===== src/rtl/z80_bus_pkg.sv =====
// Shared constants for the Z80 bus bridge and its decoder.
package z80_bus_pkg;

  localparam int WIN_W = 4;

  localparam logic [7:0] RD_DEFAULT = 8'hFF;

  typedef enum logic [1:0] {
    IDLE = 2'd0,
    REQ  = 2'd1,
    DONE = 2'd2
  } state_t;

endpackage


===== src/rtl/z80_bus_decode.sv =====
// Strobe and window decode for the synchronous Z80 bus.
module z80_bus_decode
  import z80_bus_pkg::*;
#(
  parameter logic [WIN_W-1:0] MEM_BASE = 4'hF,
  parameter logic [WIN_W-1:0] IO_BASE  = 4'h8
) (
  input  logic        m1_n,
  input  logic        mreq_n,
  input  logic        iorq_n,
  input  logic        rd_n,
  input  logic        wr_n,
  input  logic [15:0] A,
  output logic        strobe,
  output logic        hit_mem,
  output logic        hit_io,
  output logic        sel
);

  logic unused_a;

  assign unused_a = ^{A[11:8], A[3:0]};

  assign strobe = (!rd_n || !wr_n) &&
                  (!mreq_n || !iorq_n);

  assign hit_mem = !mreq_n &&
                   (A[15:12] == MEM_BASE);

  // m1_n low with iorq_n is interrupt acknowledge
  assign hit_io = !iorq_n && m1_n &&
                  (A[7:4] == IO_BASE);

  assign sel = strobe && (hit_mem || hit_io);

endmodule


===== src/rtl/z80_bus_bridge.sv =====
// Z80 strobes to req/ack peripheral handshake with wait_n stretch.
// Optional REQ timeout: define BRIDGE_TIMEOUT_EN.
module z80_bus_bridge
  import z80_bus_pkg::*;
#(
  parameter logic [WIN_W-1:0] MEM_BASE = 4'hF,
  parameter logic [WIN_W-1:0] IO_BASE  = 4'h8,
  parameter int               TIMEOUT  = 16
) (
  input  logic        clk,
  input  logic        reset_n,
  input  logic        m1_n,
  input  logic        mreq_n,
  input  logic        iorq_n,
  input  logic        rd_n,
  input  logic        wr_n,
  input  logic [15:0] A,
  input  logic [7:0]  cpu_dout,
  output logic [7:0]  cpu_din,
  output logic        wait_n,
  output logic        bus_req,
  output logic        bus_we,
  output logic        bus_io,
  output logic [15:0] bus_addr,
  output logic [7:0]  bus_wdata,
  input  logic        bus_ack,
  input  logic [7:0]  bus_rdata,
  output logic        bus_err
);

  state_t      state, state_nxt;
  logic        strobe, hit_mem, hit_io, sel;
  logic        unused_hit;
  logic        tmo;
  logic        req_nxt, we_nxt, io_nxt, err_nxt;
  logic [15:0] addr_nxt;
  logic [7:0]  wdata_nxt, din_nxt;

  z80_bus_decode #(
    .MEM_BASE (MEM_BASE),
    .IO_BASE  (IO_BASE)
  ) u_decode (
    .m1_n    (m1_n),
    .mreq_n  (mreq_n),
    .iorq_n  (iorq_n),
    .rd_n    (rd_n),
    .wr_n    (wr_n),
    .A       (A),
    .strobe  (strobe),
    .hit_mem (hit_mem),
    .hit_io  (hit_io),
    .sel     (sel)
  );

  assign unused_hit = hit_mem;

  // Combinational so the core holds T2 in the strobe cycle
  assign wait_n = ~(sel && (state != DONE));

`ifdef BRIDGE_TIMEOUT_EN
  logic [7:0] cnt;

  always_ff @(posedge clk) begin
    if (!reset_n)
      cnt <= '0;
    else if (state == REQ)
      cnt <= cnt + 8'd1;
    else
      cnt <= '0;
  end

  assign tmo = (cnt == 8'(TIMEOUT - 1));
`else
  assign tmo = 1'b0;
`endif

  always_comb begin
    state_nxt = state;
    req_nxt   = bus_req;
    we_nxt    = bus_we;
    io_nxt    = bus_io;
    addr_nxt  = bus_addr;
    wdata_nxt = bus_wdata;
    din_nxt   = cpu_din;
    err_nxt   = 1'b0;
    case (state)
      IDLE: begin
        if (sel) begin
          addr_nxt  = A;
          wdata_nxt = cpu_dout;
          we_nxt    = ~wr_n;
          io_nxt    = hit_io;
          req_nxt   = 1'b1;
          state_nxt = REQ;
        end
      end
      REQ: begin
        // An ack coinciding with expiry completes normally
        if (bus_ack) begin
          req_nxt   = 1'b0;
          if (!bus_we)
            din_nxt = bus_rdata;
          state_nxt = DONE;
        end else if (tmo) begin
          req_nxt   = 1'b0;
          if (!bus_we)
            din_nxt = RD_DEFAULT;
          err_nxt   = 1'b1;
          state_nxt = DONE;
        end
      end
      DONE: begin
        if (!strobe)
          state_nxt = IDLE;
      end
      default: state_nxt = IDLE;
    endcase
  end

  always_ff @(posedge clk) begin
    if (!reset_n) begin
      state     <= IDLE;
      bus_req   <= 1'b0;
      bus_we    <= 1'b0;
      bus_io    <= 1'b0;
      bus_addr  <= '0;
      bus_wdata <= '0;
      cpu_din   <= RD_DEFAULT;
      bus_err   <= 1'b0;
    end else begin
      state     <= state_nxt;
      bus_req   <= req_nxt;
      bus_we    <= we_nxt;
      bus_io    <= io_nxt;
      bus_addr  <= addr_nxt;
      bus_wdata <= wdata_nxt;
      cpu_din   <= din_nxt;
      bus_err   <= err_nxt;
    end
  end

endmodule


===== config.mk =====
export PLATFORM = sky130hd
export DESIGN_NAME = z80_bus_bridge
export DESIGN_NICKNAME = d
export VERILOG_FILES = /design/src/rtl/z80_bus_pkg.sv /design/src/rtl/z80_bus_decode.sv /design/src/rtl/z80_bus_bridge.sv
export SDC_FILE = /design/constraint.sdc
export NUM_CORES = 1
export LEC_CHECK = 0
export CAP_MARGIN = 30
export CORE_ASPECT_RATIO = 1.25
export CORE_MARGIN = 2
export CORE_UTILIZATION = 40
export CTS_BUF_LIST = sky130_fd_sc_hd__clkbuf_2 sky130_fd_sc_hd__clkbuf_4 sky130_fd_sc_hd__clkbuf_8
export CTS_CLUSTER_SIZE = 16
export DETAILED_ROUTE_END_ITERATION = 10
export GPL_ROUTABILITY_DRIVEN = 0
export PLACE_DENSITY_LB_ADDON = 0.15
export RECOVER_POWER = 100
export SYNTH_ARGS = -nofsm -noshare
export SYNTH_HDL_FRONTEND = slang
export SYNTH_SLANG_ARGS = --single-unit

===== constraint.sdc =====
create_clock -name clk -period 1.6 [get_ports clk]
set_input_delay 0.4 -clock clk [delete_from_list [all_inputs] [get_ports clk]]
set_output_delay 0.4 -clock clk [all_outputs]
set_load 0.1 [all_outputs]

==> qor.txt, run 1 <==
outcome: complete, but fails checks
failing checks: negative setup slack
placed cell count: 284
Post-DP Area: 2719 sq um
DIE WIDTH: 59.86 um
Hold Crit Class: primary input to register
kind of critical path: primary input to output port
share of cells above drive strength 1: 29.46%
top-level port count: 77
Crit path largest cell delay: 270 ps
cell-internal power: 1421 uW
Die ar.: 4419 sq um
WL per Instance: 13.44 um
Final #Nets: 298
Design Area, Final: 2366 sq um
core area: 3754 sq um
first-pass GRT wire length: 6.465 mm
Critical Path RT: 1200 ps
initial antenna violation count: 0
count of cell types in the netlist: 25
Critical Path, Cell by Cell: buf_8 > nor4b_4 > nand3b_1 > nand2_4 > nand3_4 > buf_12
register bit total from synthesis: 37
Max FO, Critical Path: 2
dpl hpwl: 2.815 mm
number of synthesized flops with an enable pin: 0
post-synthesis sequential area ratio: 47.47%
Async SR Flop Fraction: 0%
Die Y-Extent: 73.83 um
RSZ-0062 raised after global routing: yes
clock skew: 4.118 ps
Worst-path clk slew: 60 ps
Syn. warnings: 0
slowest cell on the critical path: nor4b_4
root buffer cell: clkbuf_8
Post-synth top cells: nand2_1 (68), dfxtp_1 (37), mux2i_1 (25)
count leader, synth: nand2_1
maximum clock path buffer count: 2
# H-tree levels: 2
Avg Synthesized Cell Area: 9.019 sq um
kind of end point of the critical path: output port
n_diodes: 0
port bufs: 75
final worst setup slack: -113.3 ps
crit start category: primary input
min Tclk post-route: 1713 ps
Pins Over Slew Limit: 0
final count of hold timing violations: 0
top cells by area, synth: dfxtp_1 (47%), nand2_1 (16%), mux2i_1 (16%), nand3_1 (2.9%), buf_12 (2.6%)
Starting DRT DRC Count: 55
fin crit share: 107.1%
WP buf/inv: 2
CTS Hold Buffers Added: 0
Hold WS: 356.7 ps
Sw Pwr: 488.4 uW
CTS tree: built
post-route ant nets: 0
power per cell area: 807.0 nW/um^2
WP data arrival: 1310 ps
largest net degree at the start of global routing: 63
static leakage: 0.001042 uW
FP Rows: 25
top cell type's share of synthesized area: 47.47%
vias in the first global route: 1,487
fmax: 583.7 MHz
Residual DRC: 0
CTS Buf Count: 5
Sw Share: 25.58%
later-pin clock latency in the skew report: 290 ps
Cells after Synth: 173
CTS Sinks: 37
Top FF cell, synth: dfxtp_1
Synth Cell Area: 1560 sq um
syn nets: 213
gr usage total: 19.66%
Initial Util: 41.57%
via density per instance: 4.923
gr ovfl total: 0
Max IR drop VDD: 0.5132 mV
area delta synth->final: 51.64%
DRT Wirelength: 4.004 mm
DR pass1 iterations: 4
max_cap viols: 0
clock share of power: 34.8%
area leader, netlist: dfxtp_1
final setup fails: 23
sequential share of power: 49.1%
Comb pwr share: 16.0%
Vias: 1,467
non-filler cells, final: 298
cell family with most CP delay: simple AND/OR/NAND/NOR gates
Pwr Total: 1909 uW
-- kinds of logic after synthesis --
| logic type | synth area share (%) |
|---|---|
| simple gates | 25.34 |
| flops | 47.47 |
| mux | 16.04 |
| buf+inv | 7.458 |
| compound gates | 3.448 |
| other cells | 0.2403 |
-- final timing paths --
check,startpoint,to,slack [ps],cells after the start
max,A[5],wait_n,-110,6
min reg2reg,bus_addr[0]$_SDFFE_PN0P_,bus_addr[0]$_SDFFE_PN0P_,450,2
min,A[5],bus_addr[5]$_SDFFE_PN0P_,360,3
max reg2reg,state[1]$_SDFFE_PN0P_,bus_addr[4]$_SDFFE_PN0P_,260,6
-- flip-flops by register name (all words and copies together) (netlist names) --
signal,cells
bus_addr,16
bus_we,1
cpu_din,8
state,2
bus_req,1
bus_wdata,8
bus_io,1
-- worst register-to-register path, cell delays in order, from the launching register on --
cell and delay [ps]:
dfxtp_1 350, nor2_1 180, nand2_4 90, a21oi_4 210, buf_6 150, buf_16 120
mux2i_1 170
-- cells in the final DEF, fill, tap and decap left out, types with 4 or more instances in the layout --
| cell type | synthesis | final |
|---|---|---|
| buf_4 | 1 | 9 |
| mux2i_1 | 25 | 25 |
| clkdlybuf4s50_1 | 0 | 24 |
| clkbuf_8 | 0 | 6 |
| dlygate4sd2_1 | 0 | 4 |
| nand3_1 | 9 | 8 |
| nand2_1 | 68 | 66 |
| buf_2 | 0 | 40 |
| dfxtp_1 | 37 | 36 |
-- layout make-up --
type                    count  area [sq um]
fillers                   331          1388
multi-input cells         124         754.5
flip-flops and latches     37         742.0
repair buffers             90         729.5
clock buffers               7         90.09
well taps                  40         50.05
-- stage by stage --
step / setup slack (ps) / utilization, % / setup TNS [ps]
2_1_floorplan: 31.13 / - / 0
3_3_place_gp: -535.5 / 72.43 / -14320
3_5_place_dp: -590.1 / 72.43 / -15140
4_1_cts: -115.6 / 76.73 / -115.6
5_1_grt: -166.5 / 63.03 / -2812
6_report: -113.3 / 63.03 / -790.1
-- power groups by stage --
stage | sequential [uW] | combinational (uW) | clock [uW]
2_1_floorplan | 1040 | 88.6 | 0
5_1_grt | 939 | 325 | 710
6_report | 938 | 306 | 665
4_1_cts | 944 | 339 | 684
3_3_place_gp | 965 | 326 | 0
3_5_place_dp | 965 | 330 | 0
-- routing by layer --
| layer | track usage (%) | vias to the layer above | wire length, um | part of all wire, % |
|---|---|---|---|---|
| li1 | - | 732 | - | - |
| met1 | 20.24 | 675 | 1571 | 39 |
| met2 | 34.66 | 55 | 2009 | 50 |
| met3 | 8.275 | 5 | 359 | 9.0 |
| met4 | 7.407 | 0 | 64 | 1.6 |
| met5 | 0 | - | 0 | 0 |
-- timing repair --
item | CTS | global route
setup buffers | 7 | 2
cloned | 1 | 0
gates resized for setup | 46 | 11
pin swaps | 7 | 6
endpoints found under the setup margin | 29 | 28
Note: power is estimated with default switching activity, not from simulation.
==> inputs of run 2 (changes only) <==
--- a/config.mk
+++ b/config.mk
@@ -15,6 +15,7 @@
 export GPL_ROUTABILITY_DRIVEN = 0
 export PLACE_DENSITY_LB_ADDON = 0.15
 export RECOVER_POWER = 100
+export SLEW_MARGIN = 5
 export SYNTH_ARGS = -nofsm -noshare
 export SYNTH_HDL_FRONTEND = slang
 export SYNTH_SLANG_ARGS = --single-unit
==> results of run 2 <==
The final DEF is identical to that of run 1; final timing and power are the same.
